## config.mk

```make
export PLATFORM = sky130hd
export DESIGN_NAME = ov5640_init_seq_flat
export DESIGN_NICKNAME = d
export VERILOG_FILES = /design/src/rtl/ov5640_init_seq_pkg.sv /design/src/rtl/ov5640_init_seq_if.sv /design/src/rtl/ov5640_init_seq_rom.sv /design/src/rtl/ov5640_init_seq.sv /design/src/flat_wrapper.sv
export SDC_FILE = /design/constraint.sdc
export NUM_CORES = 1
export LEC_CHECK = 0
export ABC_AREA = 0
export BUFFER_PORTS_ARGS = -buffer_cell sky130_fd_sc_hd__buf_4
export CAP_MARGIN = 5
export CORE_MARGIN = 4
export CORE_UTILIZATION = 54
export DETAILED_ROUTE_END_ITERATION = 7
export GPL_ROUTABILITY_DRIVEN = 0
export GPL_TIMING_DRIVEN = 0
export PLACE_DENSITY = 0.72
export SLEW_MARGIN = 20
export SYNTH_ARGS = -nofsm -noshare
export SYNTH_HDL_FRONTEND = slang
export SYNTH_HIERARCHICAL = 1
export SYNTH_SLANG_ARGS = --single-unit
```

## constraint.sdc

```tcl
create_clock -name meg25 -period 16.6 [get_ports meg25]
set_clock_uncertainty 0.05 [all_clocks]
set_input_delay 0.83 -clock meg25 [delete_from_list [all_inputs] [get_ports meg25]]
set_output_delay 0.83 -clock meg25 [all_outputs]
set_load 0.01 [all_outputs]
```

## src/rtl/ov5640_init_seq_pkg.sv

```systemverilog
// Shared types and constants for the OV5640 register-table init sequencer.
// Table entries are {reg_addr[15:0], reg_data[7:0]}; a reserved address marks a delay entry.
package ov5640_init_seq_pkg;

    typedef enum logic [2:0] {
        StIdle,
        StFetch,
        StIssue,
        StWait,
        StGap,
        StDelay,
        StDone,
        StError
    } state_t;

    localparam logic [6:0]  OV5640_WR_ADDR = 7'h3C;   // 0x78 in 8-bit write form
    localparam logic [15:0] DELAY_ADDR     = 16'hFFFF;

    localparam int unsigned ENTRY_W  = 24;
    localparam int unsigned ADDR_MSB = 23;
    localparam int unsigned ADDR_LSB = 8;
    localparam int unsigned DATA_MSB = 7;
    localparam int unsigned DATA_LSB = 0;

    typedef logic [ENTRY_W-1:0] entry_t;

    function automatic logic [15:0] entry_addr(entry_t e);
        return e[ADDR_MSB:ADDR_LSB];
    endfunction

    function automatic logic [7:0] entry_data(entry_t e);
        return e[DATA_MSB:DATA_LSB];
    endfunction

endpackage

```

## src/rtl/ov5640_init_seq_if.sv

```systemverilog
// Handshake between the init sequencer (master) and the I2C write engine (slave).
interface ov5640_init_seq_if;
    import ov5640_init_seq_pkg::*;

    logic   i2c_start;
    entry_t i2c_dat;
    logic   i2c_busy;
    logic   i2c_done;
    logic   i2c_nack;

    modport master (
        output i2c_start,
        output i2c_dat,
        input  i2c_busy,
        input  i2c_done,
        input  i2c_nack
    );

    modport slave (
        input  i2c_start,
        input  i2c_dat,
        output i2c_busy,
        output i2c_done,
        output i2c_nack
    );

endinterface

```

## src/rtl/ov5640_init_seq_rom.sv

```systemverilog
// OV5640 register table: software reset, 5 ms settle, then clock, format and timing setup.
// Registered output, so data for an address appears one cycle after it is presented.
module ov5640_init_rom
    import ov5640_init_seq_pkg::*;
(
    input  logic       meg25,
    input  logic [7:0] addr,
    output entry_t     entry
);

    always_ff @(posedge meg25) begin
        case (addr)
            8'd0:    entry <= 24'h300882;   // software reset
            8'd1:    entry <= 24'hFFFF05;   // 5 ms for the reset to complete
            8'd2:    entry <= 24'h300842;   // hold in power-down while configuring
            8'd3:    entry <= 24'h310303;   // system clock from PLL
            8'd4:    entry <= 24'h3017FF;   // drive VSYNC/HREF/PCLK/D[9:6]
            8'd5:    entry <= 24'h3018FF;   // drive D[5:0]
            8'd6:    entry <= 24'h30341A;
            8'd7:    entry <= 24'h303511;
            8'd8:    entry <= 24'h303646;
            8'd9:    entry <= 24'h303713;
            8'd10:   entry <= 24'hFFFF01;   // PLL lock
            8'd11:   entry <= 24'h430061;   // RGB565
            8'd12:   entry <= 24'h501F01;   // ISP output RGB
            8'd13:   entry <= 24'h380802;   // DVP width 640
            8'd14:   entry <= 24'h380980;
            8'd15:   entry <= 24'h300802;   // leave power-down
            default: entry <= 24'h000000;
        endcase
    end

endmodule

```

## src/rtl/ov5640_init_seq.sv

```systemverilog
// Walks the OV5640 register table, handing each write to the I2C engine with an
// inter-transaction gap, millisecond delay entries and bounded NACK retries.
module ov5640_init_seq
    import ov5640_init_seq_pkg::*;
#(
    parameter int unsigned NUM_ENTRIES = 16,
    parameter int unsigned MAX_RETRIES = 3,
    parameter int unsigned GAP_CYCLES  = 125,
    parameter int unsigned DELAY_UNIT  = 25000
) (
    input  logic                meg25,
    input  logic                reset,
    input  logic                start,
    ov5640_init_seq_if.master   i2c,
    output logic                init_done,
    output logic                init_error,
    output logic [7:0]          err_index,
    output logic                busy
);

    localparam int unsigned DELAY_W = 8 + $clog2(DELAY_UNIT);
    localparam int unsigned GAP_W   = $clog2(GAP_CYCLES + 1);
    localparam int unsigned CNT_W   = (DELAY_W > GAP_W) ? DELAY_W : GAP_W;

    localparam logic [7:0]       LAST_INDEX  = 8'(NUM_ENTRIES - 1);
    localparam logic [7:0]       RETRY_LIMIT = 8'(MAX_RETRIES);
    localparam logic [CNT_W-1:0] GAP_LAST    = CNT_W'(GAP_CYCLES - 1);
    localparam logic [CNT_W-1:0] UNIT        = CNT_W'(DELAY_UNIT);

    state_t           state_q, state_d;
    logic [7:0]       index_q, index_d;
    logic [7:0]       retry_q, retry_d;
    logic [CNT_W-1:0] cnt_q, cnt_d;
    logic             start_q, start_d;
    entry_t           dat_q, dat_d;
    logic [7:0]       err_q, err_d;

    entry_t           rom_entry;
    logic [CNT_W-1:0] delay_len;
    logic             advance;

    // Addressed with the next index so the entry is already valid on entry to StFetch.
    ov5640_init_rom u_rom (
        .meg25 (meg25),
        .addr  (index_d),
        .entry (rom_entry)
    );

    // CNT_W covers 255 * DELAY_UNIT, so the product cannot wrap.
    assign delay_len = CNT_W'(entry_data(rom_entry)) * UNIT;

    always_comb begin
        state_d = state_q;
        index_d = index_q;
        retry_d = retry_q;
        cnt_d   = cnt_q;
        start_d = 1'b0;
        dat_d   = dat_q;
        err_d   = err_q;
        advance = 1'b0;

        unique case (state_q)
            StIdle, StDone, StError: begin
                if (start) begin
                    index_d = '0;
                    retry_d = '0;
                    state_d = StFetch;
                end
            end
            StFetch: begin
                cnt_d   = '0;
                state_d = (entry_addr(rom_entry) == DELAY_ADDR) ? StDelay : StIssue;
            end
            StIssue: begin
                if (!i2c.i2c_busy) begin
                    start_d = 1'b1;
                    dat_d   = rom_entry;
                    state_d = StWait;
                end
            end
            StWait: begin
                if (i2c.i2c_done) begin
                    cnt_d = '0;
                    if (!i2c.i2c_nack) begin
                        retry_d = '0;
                        state_d = StGap;
                    end else if (retry_q < RETRY_LIMIT) begin
                        retry_d = retry_q + 8'd1;
                        state_d = StGap;
                    end else begin
                        err_d   = index_q;
                        state_d = StError;
                    end
                end
            end
            StGap: begin
                if (cnt_q == GAP_LAST) begin
                    // A non-zero retry count means the last attempt was NACKed.
                    if (retry_q != 8'd0) begin
                        state_d = StIssue;
                    end else begin
                        advance = 1'b1;
                    end
                end else begin
                    cnt_d = cnt_q + CNT_W'(1);
                end
            end
            StDelay: begin
                if (delay_len == '0 || cnt_q == delay_len - CNT_W'(1)) begin
                    advance = 1'b1;
                end else begin
                    cnt_d = cnt_q + CNT_W'(1);
                end
            end
            default: state_d = StIdle;
        endcase

        if (advance) begin
            if (index_q == LAST_INDEX) begin
                state_d = StDone;
            end else begin
                index_d = index_q + 8'd1;
                state_d = StFetch;
            end
        end
    end

    always_ff @(posedge meg25) begin
        if (reset) begin
            state_q <= StIdle;
            index_q <= '0;
            retry_q <= '0;
            cnt_q   <= '0;
            start_q <= 1'b0;
            dat_q   <= '0;
            err_q   <= '0;
        end else begin
            state_q <= state_d;
            index_q <= index_d;
            retry_q <= retry_d;
            cnt_q   <= cnt_d;
            start_q <= start_d;
            dat_q   <= dat_d;
            err_q   <= err_d;
        end
    end

    assign i2c.i2c_start = start_q;
    assign i2c.i2c_dat   = dat_q;
    assign init_done     = (state_q == StDone);
    assign init_error    = (state_q == StError);
    assign err_index     = err_q;
    assign busy          = !(state_q inside {StIdle, StDone, StError});

endmodule
```

## src/flat_wrapper.sv

```systemverilog
// flat-port wrapper written by rule: the top's interface ports become plain ports
module ov5640_init_seq_flat import ov5640_init_seq_pkg::*;
#(
    parameter int unsigned NUM_ENTRIES = 16,
    parameter int unsigned MAX_RETRIES = 3,
    parameter int unsigned GAP_CYCLES  = 125,
    parameter int unsigned DELAY_UNIT  = 25000
)
  (meg25, reset, start, init_done, init_error, err_index, busy, i2c_i2c_start, i2c_i2c_dat, i2c_i2c_busy, i2c_i2c_done, i2c_i2c_nack);
  ov5640_init_seq_if i2c_i ();
  input  logic meg25;
  input  logic reset;
  input  logic start;
  output logic init_done;
  output logic init_error;
  output logic [7:0] err_index;
  output logic busy;
  output wire logic [$bits(i2c_i.i2c_start)-1:0] i2c_i2c_start;
  output wire logic [$bits(i2c_i.i2c_dat)-1:0] i2c_i2c_dat;
  input wire logic [$bits(i2c_i.i2c_busy)-1:0] i2c_i2c_busy;
  input wire logic [$bits(i2c_i.i2c_done)-1:0] i2c_i2c_done;
  input wire logic [$bits(i2c_i.i2c_nack)-1:0] i2c_i2c_nack;
  assign i2c_i2c_start = i2c_i.i2c_start;
  assign i2c_i2c_dat = i2c_i.i2c_dat;
  assign i2c_i.i2c_busy = i2c_i2c_busy;
  assign i2c_i.i2c_done = i2c_i2c_done;
  assign i2c_i.i2c_nack = i2c_i2c_nack;
  ov5640_init_seq #(.NUM_ENTRIES(NUM_ENTRIES), .MAX_RETRIES(MAX_RETRIES), .GAP_CYCLES(GAP_CYCLES), .DELAY_UNIT(DELAY_UNIT)) u_core (.meg25(meg25), .reset(reset), .start(start), .i2c(i2c_i), .init_done(init_done), .init_error(init_error), .err_index(err_index), .busy(busy));
endmodule
```

; After elaboration in Yosys (flattened, before gate mapping)
; Memory sizes are Yosys's and may differ from the RTL's. A register that Yosys moved wholly into a read port is not among the register bits.
; Index checks and enable logic that the tools add are counted.
[classes]
add_sub_neg = 4
n_mul = 1
n_lt_le_gt_ge = 1
eq_ne = 21
mux = 29
bitwise_logic = 3
reduce_logical = 18
[ops]
columns = operator, count
row1 = 23-bit one-hot mux with 4 select lines, 1
row2 = 23-bit 2-to-1 mux, 3
row3 = 8-bit 2-to-1 mux, 8
row4 = 3-bit 2-to-1 mux, 9
row5 = 23-bit by 1-bit adder with 23-bit output (second input constant), 1
row6 = 23-bit == test, 1
row7 = 23-bit by 7-bit == test with 1-bit output (second input constant), 1
row8 = 23-bit logical NOT, 1
row9 = 23-bit by 1-bit subtractor with 23-bit output (second input constant), 1
row10 = 8-bit by 12-bit multiplier with 20-bit output (second input constant), 1
row11 = 8-bit by 1-bit adder with 8-bit output (second input constant), 2
row12 = 16-bit == test (second input constant), 1
row13 = 8-bit one-hot mux with 2 select lines, 1
row14 = 3-bit one-hot mux with 5 select lines, 1
row15 = 3-bit == test (second input constant), 4
row16 = 3-bit by 2-bit inequality test with 1-bit output (second input constant), 4
row17 = 4-bit AND reduction, 3
row18 = 8-bit by 4-bit == test with 1-bit output (second input constant), 1
row19 = 8-bit by 2-bit less-than comparator with 1-bit output (second input constant), 1
row20 = 2-bit inequality test (second input constant), 4
row21 = 8-bit nonzero test, 1
row22 = 3-bit by 2-bit == test with 1-bit output (second input constant), 2
row23 = 3-bit by 1-bit inequality test with 1-bit output (second input constant), 2
row24 = 6-bit AND reduction, 1
row25 = other kinds (16), 22
[totals]
regBits = 75
rom_bits = 384
in_bits = 6
output_inout_bits = 36
wordCells = 85
mem_count = 1
[memory_table]
columns = name, words, word_bits, read_ports, rd_clocked_by_memory_dff, write_ports, line
row1 = (name not given), 16, 24, 1, 1, 0, ov5640_init_seq_rom.sv:12  ; case (addr)

; Depth between registers and ports, before layout
[depth]
ltp_word = 9
ltp_mapped = 28
ltp_nobuf = 25

; Cells and area by module
; Netlist, hierarchy kept.
[by_module_without_submodules]
columns = mod, n_inst, cells_each, area_each_um2, seq_area_each_um2
row1 = ov5640_init_seq, 1, 769, 6092.1, 1501.4
row2 = ov5640_init_rom, 1, 110, 1062.3, 420.4

; Worst setup path after synthesis
; OpenSTA, ideal clock, no wires.
[synth_path]
kind = reg2reg
start = register u_core.u_rom.entry[3]
end = register u_core.u_rom.entry[8]
setup_ns = 0.084
arrival_time_ns = 6.728
required_time_ns = 16.466
setup_slack_ns = 9.738
stages_incl_launch_ff = 27
n_path_buf = 3
synth_period_minus_slack_ns = 6.862
path_cell_list = dfxtp_1 > ha_1 > inv_1 > fa_1 > inv_1 > fa_1 > ha_1 > ha_1 > buf_4 > nand3_2 > nand2_1 > or4_4 > and3_1 > buf_6 > or4_4 > or4_4 > a2111oi_2 > o211ai_1 > a221oi_2 > buf_6 > o21bai_2 > mux2i_1 > inv_1 > ha_1 > o21ai_0 > a211o_1 > o31ai_2
[synth_via]
word_cells_on_any_way = 10
classes_between = add/sub (1) / mul (1) / eq/ne (1) / mux (3) / reduce/logical (4)
[synth_rtl]
columns = item, line
row1 = "start, declared", ov5640_init_seq_rom.sv:8  ; output entry_t entry
row2 = 8-bit by 12-bit multiplier with 20-bit output (*), ov5640_init_seq.sv:50  ; assign delay_len = CNT_W'(entry_data(rom_entry)) * UNIT;
row3 = 23-bit by 1-bit subtractor with 23-bit output, ov5640_init_seq.sv:109  ; if (delay_len == '0 || cnt_q == delay_len - CNT_W'(1)) begin
row4 = 23-bit == test, ov5640_init_seq.sv:109
row5 = 1-bit logical OR (*), ov5640_init_seq.sv:109
row6 = 1-bit 2-to-1 mux (*), ov5640_init_seq.sv:109
row7 = 1-bit one-hot mux with 2 select lines (*), ov5640_init_seq.sv:62  ; unique case (state_q)
row8 = 8-bit 2-to-1 mux (*), ov5640_init_seq.sv:118  ; if (advance) begin
row9 = net u_core.index_d[0], ov5640_init_seq.sv:31  ; logic [7:0] index_q, index_d;
; The timed path passes the listed nets; every way through them passes the cells marked *.
; A chain may end at the register's enable or synchronous reset.

; Worst setup path after layout
[layout_path]
start = register u_core.u_rom.entry[6]
end = register u_core.u_rom.entry[8]
; The elaborated chain is that of the path after synthesis.

==> summary by stage <==
Status
The flow ran to the end, and the final reports show no timing, DRC or antenna violations.

Power
The worst-case IR drop observed on VDD is 0.00007177 V. The power per standard cell area is 71.81 mW/mm². The static leakage is 0.003279 µW.

Yosys
Among all flip-flop cells after synthesis, the most frequent one is sky130_fd_sc_hd__dfxtp_1. The average cell area after synthesis is 8.139 µm². The share of the synthesized area in the top cell type is 26.86%. The largest total area in the synthesized netlist belongs to sky130_fd_sc_hd__dfxtp_1. The synthesized design contains 96 register bits. Yosys instantiated no cell more often than sky130_fd_sc_hd__nand2_1. After synthesis, the share of flip-flops with an asynchronous set or reset is 0%. After synthesis, the netlist uses 78 different library cells. The post-synthesis cell count is 879. Counting instances in the post-synthesis netlist gives the leading cell types as sky130_fd_sc_hd__nand2_1 (110), sky130_fd_sc_hd__dfxtp_1 (96), sky130_fd_sc_hd__a21oi_1 (74). The summed instance area of the synthesized netlist is 0.007154 mm². In the post-synthesis netlist, the biggest area contributors are sky130_fd_sc_hd__dfxtp_1 (27%), sky130_fd_sc_hd__ha_1 (12%), sky130_fd_sc_hd__nand2_1 (5.8%). The sequential fraction of the synthesis area is 26.86%. Counting every net in the synthesized netlist gives 963. Yosys mapped a number of flops with a built-in enable equal to 0. Yosys printed 6 warnings.

Final layout
Compared with the post-synthesis result, the final layout area differs by 11.47%. The number of antenna diodes in the final layout is 0. The share of the core filled with cells is 62.44%. Of the cells placed in the final design, the portion with a size suffix greater than 1 is 12.83%. The final net count is 1014. Fill cells in the final layout number 1121.

CTS
Clock tree synthesis inserted a total of 9 buffers. In this run the post-CTS setup repair buffer count came out at 0. The clock tree synthesis step divided the H-tree into 3 levels. Hold repair after CTS inserted 0 buffers. After clock tree synthesis, the clock-pin slew on the worst setup and hold paths is 0.06 ns.

For this design, the sink count on the clock tree is 96. The post-cts gate resize count is 0. The latest clock arrival within the worst-skew pair is 0.34 ns. TritonCTS built the clock tree. The root cell of the clock tree is sky130_fd_sc_hd__clkbuf_16. The clock passes through at most 2 buffers.

Critical path
The path type of the worst setup path is reg2reg. For flop-to-flop paths, the worst setup slack is 8.72 ns. The start point of the critical path is u_core/u_rom/entry[6]. For the worst setup path, the data required time is 16.80 ns. The startpoint type of the worst setup path is a register. The endpoint class of the critical path is a register. The most numerous cell type found on the critical path is sky130_fd_sc_hd__ha_1. The startpoint of the most critical register-to-register path is u_core/u_rom/entry[6]. In this run the worst path has a maximum fanout of 10. Data on the critical path arrives at its endpoint at 8.08 ns. For this run, the slowest stage of the critical path takes 0.73 ns. The highest-delay cell along the critical path is sky130_fd_sc_hd__mux2i_1.

GRT
Global routing used 39.02% of the available met2 tracks. For met3 alone, demand over resource in global routing was 3.522%. Global routing used 31.32% of the available met1 tracks. met2 is the most crowded layer. Entering global routing, the biggest net connects 16 pins. In the global route stage, overall resource usage came out at 23.25%. Summed over all layers, the global routing overflow is 0. The via count of the first global-routing pass was 6040.

The number of antenna violations at the first check in global routing came to 0. The first global-routing pass estimated 28430 µm of wire.

Floorplan
From bottom edge to top edge, the die measures 123.1 µm. The die boundary width is 123.1 µm. Once the floorplan was initialized, standard cells occupied 56.01% of the core. The area of the die is 0.01515 mm².

The cell row count is 41. In this run the standard cell core region covers 0.01277 mm². The count of boundary I/O pins is 42.

Route
The detailed-routing iteration count for the pre-antenna-repair pass is 7. For this run, design rule violations remaining after detail routing come to 0. The post-detailed-route via-to-cell ratio is 5.886.

The first routing iteration left 331 violations. Detailed routing inserted a total of 6516 vias. The final wirelength is 17250 µm.

The remaining antenna violation count after routing is 0. After detailed routing, the average wire length per cell comes to 15.58 µm.

Timing
The count of final max-slew check failures is 0. The setup slack of the critical path after layout is 8.722 ns. The minimum period implied by the final worst setup slack is 7.878 ns. For this run, the top clock speed supported by timing is 126.9 MHz. The post-route fraction of the period consumed by the critical path is 47.45%. In this run the tightest slew margin relative to its limit is 40.06%. Setup violations remaining at the end of the flow were counted as 0. The final sum of negative setup slack is 0 ns.

The number of hold violations in the final report came to 0. Setup repair after global routing left no endpoint under its margin. The slew at the pin with the worst max-slew slack is 0.8741 ns.

Min path
The startpoint identified for the worst hold timing path is u_core/i2c.i2c_dat[20]. The worst hold path class is reg2reg.

Flow run
The tool flagged a number of max-cap violations equal to 0.

Placed design
Prior to clock tree synthesis, the placed netlist has a worst setup slack of 8.832 ns. The detailed-placement wirelength estimate is 13250 µm. Buffers placed on the I/O ports in this run total 40.
[per-stage QoR]
step	cell area [µm²]	cells	total power, µW	hold WS (ns)
after detailed placement	7670	1091	364.9	0.3978
after CTS	7969	1107	575.7	0.4070
after floorplan	7154	879	327.2	0.3817
after global placement	7670	1091	363.8	0.3931
final	7975	1107	572.7	0.4069
after global routing	7975	1107	602.3	0.4280
[layer usage]
metal  share of wire [%]  up-vias
li1                    -     3239
met1                  46     3093
met2                  48      163
met4                 1.7        0
met3                 4.2       21
met5                   0        -
[sequential cells by signal (all words and copies together) (netlist names)]
signal                count
u_core/retry_q            8
u_core/i2c.i2c_dat       24
u_core/cnt_q             23
u_core/index_q            8
u_core/i2c.i2c_start      1
u_core/state_q            3
u_core/err_index          8
u_core/u_rom/entry       21
[worst max-delay path, delay by kind of cell, from the launching register on]
family | cells | cell delay (ns)
and+or+nand+nor | 2 | 0.92
buffers and inverters | 5 | 0.86
AOI/OAI and AO/OA | 11 | 2.57
adders and majority gates | 6 | 2.16
DFF | 1 | 0.50
muxes | 1 | 0.73
[layout by cell type, fill, tap and decap left out, types with 12 or more instances in the layout]
master / instances
sky130_fd_sc_hd__mux2i_1: 16
sky130_fd_sc_hd__inv_1: 54
sky130_fd_sc_hd__fa_1: 12
sky130_fd_sc_hd__buf_4: 45
sky130_fd_sc_hd__o21ai_0: 22
sky130_fd_sc_hd__or3_1: 12
sky130_fd_sc_hd__ha_1: 66
sky130_fd_sc_hd__nor2b_1: 14
sky130_fd_sc_hd__nand2_1: 110
sky130_fd_sc_hd__nand4_1: 13
sky130_fd_sc_hd__nand3_1: 36
sky130_fd_sc_hd__nor2_1: 58
sky130_fd_sc_hd__nand2b_1: 17
sky130_fd_sc_hd__a31oi_1: 13
sky130_fd_sc_hd__dfxtp_1: 96
sky130_fd_sc_hd__xnor2_1: 27
sky130_fd_sc_hd__a21oi_1: 74
sky130_fd_sc_hd__clkbuf_1: 25
[logic make-up (layout without fill, tap and decap cells)]
group / after synthesis / after routing / share of synthesized area [%]
AOI/OAI and AO/OA: 202 / 202 / 19.19
xor gates and xnor gates: 39 / 39 / 5.177
adders and majority gates: 78 / 78 / 14.90
buffers and inverters: 96 / 152 / 5.928
DFF: 96 / 96 / 26.86
muxes: 21 / 21 / 3.025
and+or+nand+nor: 347 / 347 / 24.92
[area by class of cell]
class                   instances  area [µm²]  area share (%)
plain buffers                  42       221.5           2.777
clock buffers                  12       246.5           3.091
clock inverters                 4       52.55          0.6589
inverters                      54       202.7           2.542
multi-input cells             687        4815           60.37
flip-flops and latches         96        1922           24.10
well taps                     172       215.2           2.698
repair buffers                 40       300.3           3.765
[worst paths after layout]
path / cells after the start / endpoint
setup / recovery: 25 / u_core/u_rom/entry[8]
setup reg to reg: 25 / u_core/u_rom/entry[8]
hold / removal: 2 / u_core/i2c.i2c_dat[20]
hold reg to reg: 2 / u_core/i2c.i2c_dat[20]
[report_power, final]
group          internal (µW)  switching (µW)
Sequential               236            3.67
Clock                    122            88.7
Combinational           37.1            85.1
Total                    395             177
(Power assumes the default switching activity.)
